### config.mk
export PLATFORM = sky130hd
export DESIGN_NAME = multiplexador_escrita_pipeline
export DESIGN_NICKNAME = d
export VERILOG_FILES = /design/src/rtl/multiplexador_escrita_pipeline.sv
export SDC_FILE = /design/constraint.sdc
export NUM_CORES = 1
export LEC_CHECK = 0
export ABC_AREA = 1
export ABC_CLOCK_PERIOD_IN_PS = 2600
export BUFFER_PORTS_ARGS = -buffer_cell sky130_fd_sc_hd__buf_2
export CAP_MARGIN = 20
export CORE_AREA = 2 2 116 118
export CTS_BUF_LIST = sky130_fd_sc_hd__clkbuf_8
export DETAILED_ROUTE_END_ITERATION = 10
export DIE_AREA = 0 0 118 120
export PLACE_DENSITY = 0.74
export SYNTH_ARGS = -nofsm -noshare
export SYNTH_HDL_FRONTEND = slang
export SYNTH_SLANG_ARGS = --single-unit
### constraint.sdc
create_clock -name clock -period 2.6 [get_ports clock]
set_input_delay 0.26 -clock clock [delete_from_list [all_inputs] [get_ports clock]]
set_output_delay 0.26 -clock clock [all_outputs]
set_load 0.05 [all_outputs]
### src/rtl/multiplexador_escrita_pipeline.sv
// ---------------------------------------------------------------------------
// multiplexador_escrita_pipeline
//
// Write-back source selector for the CPU datapath. One of NUM_ENTRADAS
// sources is picked by sinalUC. The picked value is registered behind a
// 2-entry skid buffer with a valid/ready handshake. This lets a stall on the
// register-bank write port hold selected values without dropping or
// corrupting them.
//
// Ports
//   clock       rising-edge clock
//   reset       asynchronous, active-high reset
//   sinalUC     source select, sampled together with valido_in
//   entradas    flattened sources; source k = entradas[k*LARGURA +: LARGURA]
//   valido_in   upstream offers a selection this cycle
//   pronto_in   block can accept (registered: skid entry is empty)
//   saidaMUX    selected, registered data
//   valido_out  saidaMUX holds valid data
//   pronto_out  downstream accepts saidaMUX
//   erro_sel    sticky flag: an out-of-range select was accepted
//   ocupacao    number of entries held (0, 1 or 2)
// ---------------------------------------------------------------------------
module multiplexador_escrita_pipeline #(
    parameter int LARGURA        = 32,
    parameter int NUM_ENTRADAS   = 8,
    parameter int LARGURA_SEL    = 3,
    parameter int IDX_BUFFER     = 5,
    parameter int LARGURA_BUFFER = 8
) (
    input  logic                            clock,
    input  logic                            reset,
    input  logic [LARGURA_SEL-1:0]          sinalUC,
    input  logic [NUM_ENTRADAS*LARGURA-1:0] entradas,
    input  logic                            valido_in,
    output logic                            pronto_in,
    output logic [LARGURA-1:0]              saidaMUX,
    output logic                            valido_out,
    input  logic                            pronto_out,
    output logic                            erro_sel,
    output logic [1:0]                      ocupacao
);

    // Keeps only the low LARGURA_BUFFER bits of the buffer channel.
    localparam logic [LARGURA-1:0] MASCARA_BUFFER =
        {LARGURA{1'b1}} >> (LARGURA - LARGURA_BUFFER);

    typedef enum logic [1:0] {
        VAZIO  = 2'd0,
        CHEIO1 = 2'd1,
        CHEIO2 = 2'd2
    } estado_t;

    estado_t              estado_q;
    logic [LARGURA-1:0]   saida_q;
    logic [LARGURA-1:0]   skid_q;
    logic                 valido_q;
    logic                 pronto_q;
    logic                 erro_q;
    logic [1:0]           ocupacao_q;

    logic [LARGURA-1:0]   dado_sel_d;
    logic                 sel_ok;
    logic                 aceita;
    logic                 entrega;

    // Select function. An out-of-range select yields zero data, never X.
    always_comb begin
        // NOTE: defaults first so that every path assigns and no latch is inferred.
        dado_sel_d = '0;
        sel_ok     = 1'b0;
        for (int k = 0; k < NUM_ENTRADAS; k++) begin
            if (sinalUC == LARGURA_SEL'(k)) begin
                sel_ok = 1'b1;
                if (k == IDX_BUFFER)
                    dado_sel_d = entradas[k*LARGURA +: LARGURA] & MASCARA_BUFFER;
                else
                    dado_sel_d = entradas[k*LARGURA +: LARGURA];
            end
        end
    end

    assign aceita  = valido_in && pronto_q;
    assign entrega = valido_q && pronto_out;

    // Handshake FSM. Every output is a flop, so pronto_in has no
    // combinational path from pronto_out.
    always_ff @(posedge clock or posedge reset) begin
        if (reset) begin
            estado_q   <= VAZIO;
            saida_q    <= '0;
            // NOTE: the skid entry is reset too, so no stale data can surface after a mid-transfer reset.
            skid_q     <= '0;
            valido_q   <= 1'b0;
            pronto_q   <= 1'b1;
            erro_q     <= 1'b0;
            ocupacao_q <= 2'd0;
        end else begin
            // NOTE: non-blocking assignments throughout, so all state updates together on the edge.
            if (aceita && !sel_ok)
                erro_q <= 1'b1;

            case (estado_q)
                VAZIO: begin
                    if (aceita) begin
                        saida_q    <= dado_sel_d;
                        valido_q   <= 1'b1;
                        ocupacao_q <= 2'd1;
                        estado_q   <= CHEIO1;
                    end
                end
                CHEIO1: begin
                    if (aceita && entrega) begin
                        saida_q <= dado_sel_d;
                    end else if (aceita) begin
                        // Output stalled: park the new value in the skid entry.
                        skid_q     <= dado_sel_d;
                        pronto_q   <= 1'b0;
                        ocupacao_q <= 2'd2;
                        estado_q   <= CHEIO2;
                    end else if (entrega) begin
                        valido_q   <= 1'b0;
                        ocupacao_q <= 2'd0;
                        estado_q   <= VAZIO;
                    end
                end
                CHEIO2: begin
                    if (entrega) begin
                        saida_q    <= skid_q;
                        skid_q     <= '0;
                        pronto_q   <= 1'b1;
                        ocupacao_q <= 2'd1;
                        estado_q   <= CHEIO1;
                    end
                end
                default: begin
                    estado_q   <= VAZIO;
                    valido_q   <= 1'b0;
                    pronto_q   <= 1'b1;
                    ocupacao_q <= 2'd0;
                end
            endcase
        end
    end

    assign saidaMUX   = saida_q;
    assign valido_out = valido_q;
    assign pronto_in  = pronto_q;
    assign erro_sel   = erro_q;
    assign ocupacao   = ocupacao_q;

endmodule

==> results of run 1 <==
-- power by group through the flow --
stage | combinational (W) | sequential (W) | clock, W
after CTS | 0.00354 | 0.00187 | 0.000983
after global placement | 0.00348 | 0.00187 | 0
after global routing | 0.00384 | 0.00194 | 0.00104
after floorplan | 0.00162 | 0.00282 | 0
after detailed placement | 0.00353 | 0.00189 | 0
final | 0.00352 | 0.00188 | 0.000963
-- through the flow --
step | hold slack (ns) | instances | power (W) | setup WS (ns) | instance area [um^2]
after global placement | 0.350 | 1277 | 0.00535 | 0.654 | 6680
final | 0.291 | 1294 | 0.00636 | 0.540 | 6910
after global routing | 0.312 | 1294 | 0.00682 | 0.304 | 6910
after detailed placement | 0.351 | 1277 | 0.00542 | 0.566 | 6680
after CTS | 0.274 | 1294 | 0.00639 | 0.560 | 6910
after floorplan | 0.453 | 865 | 0.00444 | 0.602 | 5150
-- worst max-delay path, delay by kind of cell, from the launching register on --
family                 cells  cell delay [ns]
buffers and inverters      2             0.37
DFF                        1             0.57
and+or+nand+nor            2             0.34
AOI/OAI and AO/OA          3             0.66
-- cell type report --
cell class / instances / area, um^2
clock inverters: 6 / 86.3
well taps: 176 / 220
repair buffers: 290 / 1550
inverters: 76 / 285
clock buffers: 10 / 138
multi-input cells: 667 / 2900
fillers: 1377 / 6070
flip-flops and latches: 69 / 1730
-- Yosys cell counts (6+ instances only) --
cell type / n
sky130_fd_sc_hd__inv_1: 73
sky130_fd_sc_hd__nor2_1: 178
sky130_fd_sc_hd__o21ai_0: 17
sky130_fd_sc_hd__a21oi_1: 91
sky130_fd_sc_hd__or2_2: 18
sky130_fd_sc_hd__buf_1: 6
sky130_fd_sc_hd__clkbuf_1: 13
sky130_fd_sc_hd__nand4_1: 34
sky130_fd_sc_hd__nand3_1: 33
sky130_fd_sc_hd__dfrtp_1: 68
sky130_fd_sc_hd__nand2_1: 266
sky130_fd_sc_hd__buf_2: 30
sky130_fd_sc_hd__o21ai_1: 18
-- per-layer routing --
layer,wire length [um],GRT usage,vias to the layer above
met5,0,0,-
met4,555,0.0904,0
met3,1250,0.0528,34
met2,8970,0.456,281
met1,7420,0.300,2779
li1,-,-,3215
-- final timing paths --
| check | startpoint | endpoint | depth (start not counted) | slack [ns] |
|---|---|---|---|---|
| max | ocupacao[0] | skid_q[7] | 7 | 0.54 |
| min | valido_in | valido_out | 3 | 0.29 |
| max reg2reg | ocupacao[0] | skid_q[7] | 7 | 0.54 |
| min reg2reg | erro_sel | erro_sel | 0 | 0.38 |
| max in group asynchronous | reset | skid_q[3] | 4 | 1.43 |
| min in group asynchronous | reset | saidaMUX[15] | 3 | 0.53 |
-- cell families after synthesis --
| family | share of synthesized area |
|---|---|
| and+or+nand+nor | 0.430 |
| buffers and inverters | 0.104 |
| DFF | 0.336 |
| AOI/OAI and AO/OA | 0.130 |
-- sequential cells by signal, indices dropped and copies added, names as in the netlist --
signal,cells
erro_sel,1
pronto_in,1
saidaMUX,32
valido_out,1
skid_q,32
ocupacao,2
==> qor.yml, run 1 <==
p_seq_frac: 0.295
syn-instance-count: 865
die_height_um: 120
actual_slew_at_the_worst_max_slew_pin_ns: 0.813
drt_pre_antenna_iters: 5
p_sw_frac: 0.503
grt_overflow: 0
tritoncts: "built"
ant_nets: 0
post-synth-top-area-fraction: 0.331
ffs_latches_synth: 69
drive_gt1_frac: 0.298
last_weighted_congestion_value_of_the_routability_driven_placer: 0.911
post_drt_via_cell_ratio: 4.88
clock_power_share: 0.151
grt_pass1_vias: 5895
insertion_delay_ns: 0.34
yosys.cell_types.count: 25
worst_path_max_delay_cell: "sky130_fd_sc_hd__dfrtp_1"
cts.reportedPaths.clkPinSlew_ns: 0.08
worstPathRequired_ns: 2.82
synth-warning-count: 0
antenna_found_initial: 0
insertedDiodeCount: 0
layout_common_cells: "275 x sky130_fd_sc_hd__buf_2, 266 x sky130_fd_sc_hd__nand2_1, 177 x sky130_fd_sc_hd__nor2_1"
start_kind: "flop"
post-route-min-period_ns: 2.06
setup_viol: 0
avgSynthCellArea_um2: 5.95
power.internal_w: 0.00316
fin_nets: 1376
biggest_area_consumer_among_synthesized_cells: "sky130_fd_sc_hd__dfrtp_1"
drt_wl_total_mm: 18.2
p_comb_frac: 0.554
max_slew_margin: 0.454
detailed_place_hpwl_mm: 13.8
critical_path_arrival_ns: 2.28
p_switching_w: 0.00320
grt_usage: 0.254
drv_slew: 0
timing.setup.tns_ns: 0
placementRows: 42
clock-root-buffer: "sky130_fd_sc_hd__clkbuf_8"
design.core.area_mm2: 0.0130
routed_wire_length_per_instance_um: 14.1
setup.worst_path.class: "reg -> reg"
cts.repair.resized: 0
timing.max_cap.violations: 0
final_core_utilization: 0.533
finClkSkew_ns: 0.00644
postSynthNetCount: 1128
clock_path_buffers: 2
peak_vdd_ir_v: 0.000487
ctsHtreeMaxLevel: 3
outcome: "complete, no violations"
layout_commonest_cell: "sky130_fd_sc_hd__buf_2"
top_level_ports: 300
most_instantiated_flip_flop_cell_in_the_synthesis_netlist: "sky130_fd_sc_hd__dfrtp_1"
grt_setup_unrepaired: "false"
hold_viol: 0
post_cts_repair_timing_setup_buffer_count: 0
async_set_reset_flop_share_out_of_synthesis: 1.00
worst_hold_path_type: "in -> reg"
end_kind: "flop"
final.period_utilization: 0.792
cp_max_fo: 36
die_area_mm2: 0.0142
hold_buffers_post_cts: 1
routed_vias: 6309
fmaxAchievable_mhz: 485
timing.critical_path.slowest_cell_delay_ns: 0.57
post_synth_main_area_contributors: "sky130_fd_sc_hd__dfrtp_1 33%, sky130_fd_sc_hd__nand2_1 19%, sky130_fd_sc_hd__nor2_1 13%"
io_buffers: 275
grt_max_degree: 65
synthesis.area_mm2: 0.00515
cells_along_the_critical_path: "nand2_1 -> nor2_1 -> inv_1 -> o21ai_2 -> o21bai_4 -> buf_12 -> o21ai_0"
drt_first_iter_violations: 446
power_dens_cells_mw_per_mm2: 920
initial_core_util: 0.396
power.static_leakage_nw: 3.99
area_delta_synth_final_pct: 34.3
tritoncts_buffer_count: 9
grt_pass1_wl_mm: 28.7
cts.sink_count: 69
sequential_fraction_of_the_synthesis_area: 0.336
detail_route.drc_violations: 0
die_width_um: 118
synth-edff-count: 0
(Power assumes the default switching activity.)
==> run 2, diff against run 1 <==
--- a/config.mk
+++ b/config.mk
@@ -6,7 +6,7 @@
 export NUM_CORES = 1
 export LEC_CHECK = 0
 export ABC_AREA = 1
-export ABC_CLOCK_PERIOD_IN_PS = 2600
+export ABC_CLOCK_PERIOD_IN_PS = 1900
 export BUFFER_PORTS_ARGS = -buffer_cell sky130_fd_sc_hd__buf_2
 export CAP_MARGIN = 20
 export CORE_AREA = 2 2 116 118
==> constraint.sdc (replaced) <==
create_clock -name clock -period 1.9 [get_ports clock]
set_input_delay 0.19 -clock clock [delete_from_list [all_inputs] [get_ports clock]]
set_output_delay 0.19 -clock clock [all_outputs]
set_load 0.05 [all_outputs]
==> qor.yml, run 2 (synthesis results as in run 1) <==
outcome: "complete, no violations"
detail_route.drc_violations: 0
drv_slew: 0
cts.reportedPaths.clkPinSlew_ns: 0.07
grt_max_degree: 70
drt_wl_total_mm: 18.0
grt_usage: 0.250
worstSetupStartpoint: "pronto_in"
detailed_place_hpwl_mm: 13.9
last_weighted_congestion_value_of_the_routability_driven_placer: 0.965
die_height_um: 120
critical_path_arrival_ns: 1.89
cells_along_the_critical_path: "nand2_1 -> nor2_1 -> inv_1 -> o21ai_2 -> o21bai_4 -> buf_12 -> o21ai_0"
io_buffers: 275
max_slew_margin: 0.454
layout_common_cells: "275 x sky130_fd_sc_hd__buf_2, 266 x sky130_fd_sc_hd__nand2_1, 177 x sky130_fd_sc_hd__nor2_1"
placement.cell_area_mm2: 0.00686
postLayoutCellArea_mm2: 0.00713
power.static_leakage_nw: 4.09
place_ws_ns: 0.141
ant_nets: 0
top_level_ports: 300
post_cts_repair_timing_setup_buffer_count: 0
design.core.area_mm2: 0.0130
layout_commonest_cell: "sky130_fd_sc_hd__buf_2"
peak_vdd_ir_v: 0.000694
die_area_mm2: 0.0142
worst_hold_path_type: "in -> reg"
actual_slew_at_the_worst_max_slew_pin_ns: 0.813
power_dens_cells_mw_per_mm2: 1270
grt_setup_unrepaired: "false"
fmaxAchievable_mhz: 602
end_kind: "flop"
post-route-worst-setup-slack_ns: 0.240
timing.setup.tns_ns: 0
worst_path_max_delay_cell: "sky130_fd_sc_hd__dfstp_2"
critPathCapture: "skid_q[2]"
final.period_utilization: 0.874
grt_overflow: 0
r2r-start: "pronto_in"
die_width_um: 118
grt_pass1_vias: 5817
drt_pre_antenna_iters: 5
timing.critical_path.slowest_cell_delay_ns: 0.56
area_delta_synth_final_pct: 38.5
setup.worst_path.class: "reg -> reg"
clock-root-buffer: "sky130_fd_sc_hd__clkbuf_8"
clock_path_buffers: 2
tritoncts: "built"
r2r_setup_slack_ns: 0.24
post-route-min-period_ns: 1.66
timing.max_cap.violations: 0
hold_viol: 0
insertion_delay_ns: 0.35
worstReg2RegEnd: "skid_q[2]"
tritoncts_buffer_count: 9
placementRows: 42
post_drt_via_cell_ratio: 4.85
drt_first_iter_violations: 474
antenna_found_initial: 1
start_kind: "flop"
fin_nets: 1391
cell_depth_of_the_worst_flop_to_flop_path: 7
routed_vias: 6353
final.hold.worst_slack_ns: 0.211
routed_wire_length_per_instance_um: 13.8
setup_viol: 0
ctsHtreeMaxLevel: 3
worstPathRequired_ns: 2.13
cts.sink_count: 69
initial_core_util: 0.396
grt_pass1_wl_mm: 28.0
drive_gt1_frac: 0.308
cp_max_fo: 36
finClkSkew_ns: 0.0107
run 2: power breakdown:
part | total, W | switching (W) | internal, W
sequential | 0.00256 | 0.000385 | 0.00217
clock | 0.00151 | 0.000563 | 0.000946
combinational | 0.00501 | 0.00345 | 0.00156
total | 0.00907 | 0.00440 | 0.00468
run 2: layer usage:
layer,up-vias,global-route usage,wire [um]
met5,-,0,0
met4,0,0.117,777
met3,44,0.0518,1340
met2,301,0.424,8620
met1,2762,0.304,7290
li1,3246,-,-
run 2: worst max-delay path: cells and delay by family, from the launching register on:
kind	cells	cell delay (ns)
compound gates	3	0.48
buf+inv	2	0.30
flops	1	0.56
simple gates	2	0.20
run 2: final cells by class:
cell class | count | area [um^2]
fillers | 1362 | 5850
diodes | 1 | 2.50
multi-input cells | 667 | 2900
clock buffers | 11 | 151
well taps | 176 | 220
inverters | 76 | 289
flip-flops and latches | 69 | 1730
clock inverters | 5 | 106
repair buffers | 305 | 1730
run 2: repair_timing:
item,CTS,global route
hold buffers,1,0
gates resized for setup,0,0
endpoints found under the hold margin,68,0
run 2: how the worst min path moves through the flow:
stage	startpoint	end	slack, ns	cells past startpoint
after detailed placement	reset	saidaMUX[16]	0.32	3
after global placement	reset	saidaMUX[16]	0.32	3
after global routing	valido_in	ocupacao[0]	0.24	5
final	valido_in	valido_out	0.21	3
after CTS	valido_in	ocupacao[1]	0.19	3
after floorplan	reset	erro_sel	0.35	1
run 2: stage by stage:
step / total power (W) / utilization / instances
6_report: 0.00907 / 0.549 / 1310
5_1_grt: 0.00972 / 0.549 / 1309
4_1_cts: 0.00913 / 0.549 / 1309
3_5_place_dp: 0.00760 / 0.528 / 1292
3_3_place_gp: 0.00753 / 0.528 / 1292
2_1_floorplan: 0.00608 / - / 865
